--- src/rtl/uart_pkg.sv ---
// Shared definitions for the UART transmitter: FSM state encoding,
// parity mode constants and the parity helper.
package uart_pkg;

  typedef enum logic [2:0] {
    ST_IDLE   = 3'd0,
    ST_START  = 3'd1,
    ST_DATA   = 3'd2,
    ST_PARITY = 3'd3,
    ST_STOP   = 3'd4
  } state_t;

  localparam int unsigned PARITY_NONE = 0;
  localparam int unsigned PARITY_ODD  = 1;
  localparam int unsigned PARITY_EVEN = 2;

  // data_xor is the reduction XOR of the payload.
  function automatic logic parity_bit(input logic data_xor, input int unsigned mode);
    return (mode == PARITY_ODD) ? ~data_xor : data_xor;
  endfunction

endpackage

--- src/rtl/sync_fifo.sv ---
// Single-clock FIFO with registered occupancy count; full/empty come from
// the count, so pointers simply wrap modulo DEPTH.
module sync_fifo #(
  parameter int unsigned WIDTH = 8,
  parameter int unsigned DEPTH = 16
) (
  input  logic                     clk,
  input  logic                     rst,
  input  logic                     push,
  input  logic                     pop,
  input  logic [WIDTH-1:0]         din,
  output logic [WIDTH-1:0]         dout,
  output logic                     full,
  output logic                     empty,
  output logic [$clog2(DEPTH):0]   count
);

  localparam int unsigned AW = $clog2(DEPTH);
  localparam int unsigned CW = AW + 1;
  localparam logic [CW-1:0] FULL_CNT = CW'(DEPTH);

  logic [WIDTH-1:0] mem [DEPTH];
  logic [AW-1:0]    wr_ptr;
  logic [AW-1:0]    rd_ptr;
  logic             do_push;
  logic             do_pop;

  assign full    = (count == FULL_CNT);
  assign empty   = (count == '0);
  assign do_push = push && !full && !rst;
  assign do_pop  = pop && !empty && !rst;
  assign dout    = mem[rd_ptr];

  always_ff @(posedge clk) begin
    if (do_push) mem[wr_ptr] <= din;
  end

  always_ff @(posedge clk) begin
    if (rst) begin
      wr_ptr <= '0;
      rd_ptr <= '0;
      count  <= '0;
    end else begin
      if (do_push) wr_ptr <= wr_ptr + 1'b1;
      if (do_pop)  rd_ptr <= rd_ptr + 1'b1;
      case ({do_push, do_pop})
        2'b10:   count <= count + 1'b1;
        2'b01:   count <= count - 1'b1;
        default: count <= count;
      endcase
    end
  end

endmodule

--- src/rtl/uart_tx_fifo.sv ---
// UART transmitter fed by a FIFO: start bit, LSB-first data, optional
// parity, one or two stop bits; each bit lasts CLKS_PER_BIT clocks.
module uart_tx_fifo
  import uart_pkg::*;
#(
  parameter int unsigned CLKS_PER_BIT = 16,
  parameter int unsigned DATA_BITS    = 8,
  parameter int unsigned PARITY       = 0,
  parameter int unsigned STOP_BITS    = 1,
  parameter int unsigned FIFO_DEPTH   = 16
) (
  input  logic                          clk,
  input  logic                          rst,
  input  logic [DATA_BITS-1:0]          din,
  input  logic                          wr_en,
  output logic                          wr_rdy,
  output logic                          tx,
  output logic                          busy,
  output logic [$clog2(FIFO_DEPTH):0]   count,
  output logic                          overflow
);

  localparam int unsigned BAUD_W = $clog2(CLKS_PER_BIT);
  localparam int unsigned BIT_W  = $clog2(DATA_BITS);
  localparam logic [BAUD_W-1:0] BAUD_LAST = BAUD_W'(CLKS_PER_BIT - 1);
  localparam logic [BIT_W-1:0]  DATA_LAST = BIT_W'(DATA_BITS - 1);
  localparam logic [BIT_W-1:0]  STOP_LAST = BIT_W'(STOP_BITS - 1);

  state_t               state;
  logic [BAUD_W-1:0]    baud;
  logic [BIT_W-1:0]     bit_cnt;
  logic [DATA_BITS-1:0] shreg;
  logic                 par_bit;
  logic                 line;
  logic                 baud_done;

  logic                 fifo_full;
  logic                 fifo_empty;
  logic                 push;
  logic                 pop;
  logic [DATA_BITS-1:0] head;

  assign push      = wr_en && !fifo_full && !rst;
  assign pop       = (state == ST_IDLE) && !fifo_empty && !rst;
  assign wr_rdy    = !fifo_full;
  assign busy      = (state != ST_IDLE);
  assign baud_done = (baud == BAUD_LAST);

  sync_fifo #(
    .WIDTH (DATA_BITS),
    .DEPTH (FIFO_DEPTH)
  ) u_fifo (
    .clk   (clk),
    .rst   (rst),
    .push  (push),
    .pop   (pop),
    .din   (din),
    .dout  (head),
    .full  (fifo_full),
    .empty (fifo_empty),
    .count (count)
  );

  // tx is registered from the current state, so the line trails the FSM by
  // one clock; this gives the two-edge push-to-start latency.
  always_comb begin
    line = 1'b1;
    case (state)
      ST_START:  line = 1'b0;
      ST_DATA:   line = shreg[0];
      ST_PARITY: line = par_bit;
      default:   line = 1'b1;
    endcase
  end

  always_ff @(posedge clk) begin
    if (rst) begin
      state    <= ST_IDLE;
      baud     <= '0;
      bit_cnt  <= '0;
      shreg    <= '0;
      par_bit  <= 1'b0;
      tx       <= 1'b1;
      overflow <= 1'b0;
    end else begin
      tx       <= line;
      overflow <= wr_en && fifo_full;
      case (state)
        ST_IDLE: begin
          baud    <= '0;
          bit_cnt <= '0;
          if (!fifo_empty) begin
            shreg   <= head;
            par_bit <= parity_bit(^head, PARITY);
            state   <= ST_START;
          end
        end
        ST_START: begin
          if (baud_done) begin
            baud    <= '0;
            bit_cnt <= '0;
            state   <= ST_DATA;
          end else begin
            baud <= baud + 1'b1;
          end
        end
        ST_DATA: begin
          if (baud_done) begin
            baud  <= '0;
            shreg <= shreg >> 1;
            if (bit_cnt == DATA_LAST) begin
              bit_cnt <= '0;
              state   <= (PARITY != PARITY_NONE) ? ST_PARITY : ST_STOP;
            end else begin
              bit_cnt <= bit_cnt + 1'b1;
            end
          end else begin
            baud <= baud + 1'b1;
          end
        end
        ST_PARITY: begin
          if (baud_done) begin
            baud    <= '0;
            bit_cnt <= '0;
            state   <= ST_STOP;
          end else begin
            baud <= baud + 1'b1;
          end
        end
        ST_STOP: begin
          if (baud_done) begin
            baud <= '0;
            if (bit_cnt == STOP_LAST) begin
              bit_cnt <= '0;
              state   <= ST_IDLE;
            end else begin
              bit_cnt <= bit_cnt + 1'b1;
            end
          end else begin
            baud <= baud + 1'b1;
          end
        end
        default: state <= ST_IDLE;
      endcase
    end
  end

endmodule

--- config.mk ---
export PLATFORM = sky130hd
export DESIGN_NAME = uart_tx_fifo
export DESIGN_NICKNAME = d
export VERILOG_FILES = /design/src/rtl/uart_pkg.sv /design/src/rtl/sync_fifo.sv /design/src/rtl/uart_tx_fifo.sv
export SDC_FILE = /design/constraint.sdc
export NUM_CORES = 1
export LEC_CHECK = 0
export ABC_CLOCK_PERIOD_IN_PS = 4310
export CORE_ASPECT_RATIO = 1.2
export CORE_UTILIZATION = 40
export DETAILED_ROUTE_END_ITERATION = 8
export SETUP_SLACK_MARGIN = 0.5
export SKIP_LAST_GASP = 1
export SLEW_MARGIN = 20
export SYNTH_ARGS = -nofsm -noshare
export SYNTH_HDL_FRONTEND = slang
export SYNTH_HIERARCHICAL = 1
export SYNTH_SLANG_ARGS = --single-unit
--- constraint.sdc ---
create_clock -name clk -period 4.31 [get_ports clk]
set_clock_uncertainty 0.2 [all_clocks]
set_input_delay 0.431 -clock clk [delete_from_list [all_inputs] [get_ports clk]]
set_output_delay 0.431 -clock clk [all_outputs]
set_load 0.05 [all_outputs]
# Word-level counts from Yosys, hierarchy flattened
# Memory sizes are Yosys's and may differ from the RTL's. A register that Yosys moved wholly into a read port is not among the register bits.
# Cells that the tools add are included.
# totals
register_bits	34
latch_bits	0
ram_bits	128
rom_bits	0
output_inout_bits	9
mem_count	1
# mem_list
name	words	word_bits	rd	rd_ports_with_merged_regs	wr	line_no	text
u_fifo.mem	16	8	1	1	1	sync_fifo.sv:22	logic [WIDTH-1:0] mem [DEPTH];
# classes
n_addsub	6
mul	0
div	0
order_cmp	0
eq_ne	17
n_shift	0
muxes	25
n_bitwise	1
reduce_logical	27
# ops
op	n
3-bit 2-to-1 mux	12
8-bit 2-to-1 mux	2
8-bit case mux with 2 select lines	1
3-bit case mux with 5 select lines	1
2-bit inequality test (second input constant)	7
4-bit by 1-bit adder with 4-bit output (second input constant)	3
4-bit 2-to-1 mux	3
3-bit case mux with 4 select lines	1
5-bit case mux with 2 select lines	1
1-bit logical AND	9
4-bit case mux with 2 select lines	1
8-bit parity	1
7-bit AND reduction	1
3-bit by 2-bit == test with 1-bit output (second input constant)	2
3-bit == test (second input constant)	2
3-bit logical NOT	2
2-bit nonzero test	3
5-bit by 1-bit adder with 5-bit output (second input constant)	1
5-bit == test (second input constant)	1
5-bit logical NOT	1
5-bit by 1-bit subtractor with 5-bit output (second input constant)	1
4-bit == test (second input constant)	1
4-bit AND reduction	1
4-bit nonzero test	1
other kinds (14)	17

# Longest topological paths before layout
# Gate-level depths: netlist of the first run.
# logic_depth
word_depth	8
ltp_mapped	15

# Modules after synthesis
# Netlist of the first run, hierarchy kept.
# modules_own_cells
module	instances	cells_each	area_each_um2
sync_fifo	1	315	5952.0
uart_tx_fifo	1	131	1128.6

# Worst setup path after synthesis of the first run
# Ideal clock, no wire load.
# synth_timing
path_kind	register -> register
from	register u_fifo.count[1]
to	register u_fifo.count[4]
setup_ns	0.079
arrival_ns	3.433
required_time_ns	4.031
slack_ns	0.598
path_stages_with_launch	16
cell_sequence	dfxtp_1 buf_2 or4_4 nor2_1 nor3b_1 nand2b_1 a21oi_1 inv_1 ha_1 clkbuf_1 xor2_1 ha_1 nor2_1 a211oi_1 or4_1 o211ai_1
# synth_between
elab_chain_cells	8
# synth_lines
element	line_no	text
start: declaration	sync_fifo.sv:15	output logic [$clog2(DEPTH):0] count
start signal: assignment	sync_fifo.sv:47	2'b10: count <= count + 1'b1;
start signal: assignment	sync_fifo.sv:48	2'b01: count <= count - 1'b1;
start signal: assignment	sync_fifo.sv:49	default: count <= count;
5-bit == test *	sync_fifo.sv:28	assign full = (count == FULL_CNT);
named net fifo_full	uart_tx_fifo.sv:37	logic fifo_full;
1-bit logical NOT *	uart_tx_fifo.sv:43	assign push = wr_en && !fifo_full && !rst;
1-bit logical AND * (2 in a row)	uart_tx_fifo.sv:43	
named net push	uart_tx_fifo.sv:39	logic push;
1-bit logical AND * (2 in a row)	sync_fifo.sv:30	assign do_push = push && !full && !rst;
2-bit by 1-bit == test with 1-bit output or 2-bit == test (tied branches)	sync_fifo.sv:46	case ({do_push, do_pop})
5-bit case mux with 2 select lines or 2-bit nonzero test (tied branches)	-	
# The timed path passes the listed nets; every way through them passes the cells marked *.
# A chain may end at the register's enable or synchronous reset.

# Worst setup path after layout of the first run
# Same ends and word-level chain as after synthesis.

==> reports/summary.txt, run 1 <==
GP Congestion = 0.819
overall routing resource usage = 15.1%
actual slew at the worst max-slew pin = 0.918 ns
hold buffer count at CTS = 0
CP Capture Type = flip-flop
Synth Net Count = 469
Via Count = 3804
core footprint = 17100 sq um
Clock transition at path regs = 0.06 ns
num rows = 52
# Post-CTS Setup Buffers = 0
final hold violation count = 0
max cap viols = 0
htree depth = 4
flops & latches, synth = 166
Reg power frac = 48.7%
CP required = 4.46 ns
CP delay by family, top = simple AND/OR/NAND/NOR gates
hold_ws = 0.302 ns
crit path DAT = 3.58 ns
DP HPWL = 8530 um
Die Y = 148 um
DR top layer = met4
total power draw = 0.00376 W
fin crit period = 3.44 ns
first-pass GRT wire length = 20000 um
master of the slowest instance on the critical path = or4_4
final wirelength = 12600 um
I/O Pins = 20
Initial Utilization = 41.4%
Peak VDD IR = 0.297 mV
CP peak stage delay = 0.57 ns
Final setup viols = 0
vias in the first global route = 3653
Num CTS Buffers = 17
initial antenna violation count = 0
DRT Pass-1 Iters = 4
Antenna diodes = 0
number of flops mapped to enable cells by yosys = 128
leakage power total = 2.58 nW
CTS root buf = clkbuf_16
met1 WL = 5590 um
max frequency = 291 MHz
unrepaired setup endpoints after global routing = false
fraction of registers with async set/reset = 0%
top_reg_cell synth = edfxtp_1
kind of critical path = flip-flop to flip-flop
internal power = 0.00281 W
most used cell, CP = a21oi_1
Via density = 5.46
Met2 Wirelength = 6440 um
fin nets = 492
grt ovf = 0
clk buf depth = 2
CTS tree = done
Buf/Inv on CP = 2
clock latency on the worst-skew pair = 0.42 ns
share of layout cells above drive strength 1 = 17.0%
Num Clock Sinks = 166
Gate power share = 12.2%
die area = 18200 sq um
Setup TNS Final = 0 ns
starting DRC count in detailed routing = 216
worst path cell trace = or4_4, nor2_1, nor3b_1, nand2b_1, a21oi_1, buf_4, inv_1, ha_2, ha_1, a21oi_1, a211oi_1, or4_1, o211ai_1
power density over cell area = 467 nW/um^2
Chip Width = 123 um
pin count of the biggest net entering global routing = 33
relative slew slack = 38.6%
Tcrit/Tclk final = 79.8%
ANT nets after route = 0
DRC viols = 0
fin. max-slew vios = 0
status = finished, final reports clean
Met3 Routed Length = 441 um
Syn Area/Cell = 15.9 sq um
Clock power frac = 39.2%
CP max FO = 11
Syn. warnings = 6
Syn Inst Count = 446
Hold Path Class = flip-flop to flip-flop
routed len/inst = 18.1 um
mapped cell area = 7080 sq um
switching share of total power = 25.2%
Seq/Total Area, Yosys = 65.0%
Netlist cell types = 54
area delta synth->final = 13.8%
Psw = 0.000947 W
CP startpoint kind = flip-flop
I/O Buffers = 19
==> through the flow <==
stage / cell area (sq um) / cells / setup slack, ns / utilization [%]
after floorplan: 7080 / 446 / 0.598 / -
after global placement: 7460 / 666 / 0.598 / 43.6
after detailed placement: 7460 / 666 / 0.483 / 43.6
after CTS: 8040 / 697 / 0.508 / 47.0
after global routing: 8060 / 697 / 0.621 / 47.1
final: 8060 / 697 / 0.872 / 47.1
==> cells in the final DEF (no fill, tap or decap), types with 3 or more instances in the layout <==
master,netlist,routed
edfxtp_1,128,128
nor2_1,56,55
dfxtp_1,38,36
mux4_2,26,26
a21oi_1,19,19
clkdlybuf4s50_1,0,19
clkbuf_16,0,17
inv_1,14,14
mux4_1,14,14
nor3_1,12,11
ha_1,12,11
mux2i_1,10,10
nand2_1,10,10
xnor2_1,9,9
buf_4,3,9
xor2_1,7,7
nor3b_1,5,5
nand2b_1,5,5
o21ai_0,4,4
a22oi_1,4,4
inv_6,0,4
nand3b_1,4,4
a211oi_1,3,3
clkinvlp_4,0,3
clkinv_2,0,3
o211ai_1,3,3
==> tightest hold or removal path: stages, from the launching register on <==
cell	delay, ns
dfxtp_1	0.34
a21oi_1	0.06
nor2_1	0.07
==> layout make-up <==
cell class	count	area, sq um
Tap cell	216	270
Sequential cell	166	4610
Fill cell	1465	9060
Timing Repair Buffer	29	278
Clock buffer	17	425
Multi-Input combinational cell	241	2270
Clock inverter	14	148
Inverter	14	52.6
==> registers in the layout, indices dropped and copies added, names as in the netlist, named ones only <==
signal	cells
baud	4
bit_cnt	3
overflow	1
par_bit	1
shreg	8
state	3
tx	1
u_fifo/count	5
u_fifo/mem	128
u_fifo/rd_ptr	4
u_fifo/wr_ptr	4
==> cell usage after synthesis (4+ instances only) <==
library cell / instances / area share [%]
a21oi_1: 19 / 1.3
a22oi_1: 4 / 0.42
buf_2: 8 / 0.57
clkbuf_1: 9 / 0.48
dfxtp_1: 38 / 11
edfxtp_1: 128 / 54
ha_1: 12 / 2.1
inv_1: 14 / 0.74
mux2i_1: 10 / 1.4
mux4_1: 14 / 5.2
mux4_2: 26 / 8.3
nand2_1: 10 / 0.53
nand2b_1: 5 / 0.44
nand3b_1: 4 / 0.42
nor2_1: 56 / 3.0
nor3_1: 12 / 0.85
nor3b_1: 5 / 0.53
o21ai_0: 4 / 0.28
xnor2_1: 9 / 1.1
xor2_1: 7 / 0.87
==> routing by layer <==
layer	vias to the layer above	GRT usage [%]
met5	-	0
met4	0	5.96
met3	15	3.24
met2	93	24.8
met1	1917	19.3
li1	1779	-
==> logic make-up (layout without fill, tap and decap cells) <==
group	after synthesis	in the layout	synth area share (%)
AO/OA/AOI/OAI	49	49	4.51
XOR/XNOR	16	16	1.98
adder cells (fa/ha/maj)	12	12	2.12
buffers and inverters	39	74	3.07
flip-flops	166	166	65.0
multiplexers	51	51	15.0
AND/OR/NAND/NOR	113	113	8.25
==> power by group through the flow <==
stage	registers, W	clock network [W]	logic [W]
6_report	0.00183	0.00147	0.000457
5_1_grt	0.00184	0.00156	0.000503
4_1_cts	0.00183	0.00151	0.000456
3_5_place_dp	0.00186	0	0.000454
3_3_place_gp	0.00186	0	0.000444
2_1_floorplan	0.00185	0	0.000353
==> final timing paths <==
kind	from	to	slack, ns	depth (start not counted)
setup / recovery	u_fifo/count[1]	u_fifo/count[4]	0.87	13
hold reg to reg	shreg[0]	shreg[0]	0.30	2
hold / removal	shreg[0]	shreg[0]	0.30	2
setup reg to reg	u_fifo/count[1]	u_fifo/count[4]	0.87	13
==> what timing repair did <==
action                     CTS  global route
setup endpoints to repair    0             2
hold endpoints to repair     0             0
resized for setup            0             5
No activity file was read; power rests on OpenSTA's default activity.
==> run 2, diff against run 1 <==
--- a/config.mk
+++ b/config.mk
@@ -5,7 +5,7 @@
 export SDC_FILE = /design/constraint.sdc
 export NUM_CORES = 1
 export LEC_CHECK = 0
-export ABC_CLOCK_PERIOD_IN_PS = 4310
+export ABC_CLOCK_PERIOD_IN_PS = 3100
 export CORE_ASPECT_RATIO = 1.2
 export CORE_UTILIZATION = 40
 export DETAILED_ROUTE_END_ITERATION = 8
==> constraint.sdc (replaced) <==
create_clock -name clk -period 3.1 [get_ports clk]
set_clock_uncertainty 0.2 [all_clocks]
set_input_delay 0.31 -clock clk [delete_from_list [all_inputs] [get_ports clk]]
set_output_delay 0.31 -clock clk [all_outputs]
set_load 0.05 [all_outputs]
==> run 2 against run 1 <==
Critical path depth unchanged. Clock power rose by 37%. Sequential share of layout area decreased by 2.9 points. Wire length is 6.2% higher. Die area unchanged. First-iteration DRC count down 2.8%. Via count grew 2.8%. Combinational power rose by 70%. Sequential power increased by 36%. Cell area grew 5.6%. Non-clock buffer count rose by 35.
==> reports/summary.txt, run 2 (same netlist as run 1, synthesis figures left out) <==
CP startpoint kind = flip-flop
Via density = 5.33
num rows = 52
Num Clock Sinks = 166
Num CTS Buffers = 17
overall routing resource usage = 15.9%
initial antenna violation count = 0
Final Cell Area = 8500 sq um
leakage power total = 2.83 nW
fin. max-slew vios = 0
CP Capture Type = flip-flop
Initial Utilization = 41.4%
DRC viols = 0
share of layout cells above drive strength 1 = 28.2%
max frequency = 336 MHz
Reg with most FFs = u_fifo/mem
Place WS = -0.0356 ns
CTS tree = done
pin count of the biggest net entering global routing = 33
vias in the first global route = 4049
Chip Width = 123 um
DP HPWL = 8770 um
die area = 18200 sq um
core footprint = 17100 sq um
CP max FO = 3
max cap viols = 0
starting DRC count in detailed routing = 210
relative slew slack = 60.1%
routed len/inst = 18.3 um
DP Area = 7740 sq um
GP Congestion = 0.776
DRT Pass-1 Iters = 4
clock latency on the worst-skew pair = 0.42 ns
power density over cell area = 622 nW/um^2
Via Count = 3909
number of flip-flops in the largest register = 128
I/O Buffers = 19
Hold Path Class = input port to flip-flop
ANT nets after route = 0
Final setup viols = 0
final wirelength = 13400 um
fin nets = 527
Tcrit/Tclk final = 95.9%
status = finished, final reports clean
Antenna diodes = 0
crit path DAT = 3.11 ns
Die Y = 148 um
top flop regs = u_fifo/mem x128, shreg x8, u_fifo/count x5
kind of critical path = flip-flop to flip-flop
htree depth = 4
actual slew at the worst max-slew pin = 0.599 ns
Peak VDD IR = 0.398 mV
CP required = 3.24 ns
commonest non-fill, non-tap cell in the layout = edfxtp_1
final hold violation count = 0
CTS root buf = clkbuf_16
clk buf depth = 2
unrepaired setup endpoints after global routing = true
area delta synth->final = 20.1%
final worst slack = 0.126 ns
I/O Pins = 20
first-pass GRT wire length = 21100 um
grt ovf = 0
commonest cells after routing, fill and taps aside = 128 x edfxtp_1, 52 x nor2_1, 39 x buf_4, 32 x dfxtp_1, 26 x mux4_2
fin crit period = 2.97 ns
Clock transition at path regs = 0.07 ns
hold_ws = 0.288 ns
==> run 2: changes by cell type in the layout (fill, tap and decap cells not counted), moves of 3 or more <==
cell	before	now
inv_1	14	11
nor3_1	11	6
buf_4	9	39
dfxtp_1	36	32
xnor2_2	0	3
inv_8	1	5
xnor2_1	9	6
nor3_2	1	7
dfxtp_4	0	3
nor2_1	55	52
inv_2	0	3
clkinv_2	3	0
==> run 2: per-stage QoR <==
| step | instances | utilization [%] | setup TNS (ns) | total power [W] |
|---|---|---|---|---|
| floorplan | 446 | - | -0.0945 | 0.00308 |
| global placement | 692 | 45.2 | 0 | 0.00327 |
| detailed placement | 692 | 45.2 | -0.0356 | 0.00329 |
| CTS | 730 | 49.3 | 0 | 0.00533 |
| global route | 733 | 49.7 | 0 | 0.00551 |
| finish | 733 | 49.7 | 0 | 0.00529 |
==> run 2: power breakdown <==
group	leakage, nW	total [W]	internal, W	switching [W]
combinational	1.08	0.000775	0.000328	0.000446
clock	0.281	0.00202	0.00108	0.000942
sequential	1.46	0.00249	0.00246	0.0000384
total	2.83	0.00529	0.00386	0.00143
==> run 2: per-layer routing <==
metal,vias up,share of wire (%),GRT usage [%]
met2,56,54,28.3
met5,-,0,0
met4,0,1.2,3.98
met1,1990,43,18.8
li1,1852,-,-
met3,11,2.6,4.05
==> run 2: final timing paths <==
check / to / startpoint / depth (start not counted) / slack (ns)
setup / recovery: u_fifo/count[4] / u_fifo/count[0] / 13 / 0.13
hold / removal: overflow / wr_en / 2 / 0.29
setup reg to reg: u_fifo/count[4] / u_fifo/count[0] / 13 / 0.13
hold reg to reg: shreg[2] / shreg[2] / 2 / 0.29
==> run 2: what timing repair did <==
action	in CTS	in global routing
cloned	1	1
resized for setup	13	11
hold buffers	0	0
pin swaps	8	5
setup endpoints to repair	6	64
setup buffers	5	2
==> run 2: layout make-up <==
| cell class | instances | area [sq um] |
|---|---|---|
| inverters | 14 | 52.6 |
| clock buffers | 17 | 425 |
| clock inverters | 15 | 156 |
| multi-input cells | 241 | 2380 |
| repair buffers | 64 | 597 |
| flip-flops and latches | 166 | 4620 |
| well taps | 216 | 270 |
| fillers | 1420 | 8610 |
==> run 2: worst max-delay path, stage by stage (launching register included) <==
cell      delay [ns]
dfxtp_4         0.34
or4_4           0.56
nor2_4          0.12
nor3_2          0.06
nor2b_4         0.13
o21ai_2         0.07
inv_2           0.06
ha_4            0.17
xor2_1          0.14
ha_2            0.20
nor2_2          0.11
a211oi_2        0.09
or4_1           0.47
o211ai_1        0.18
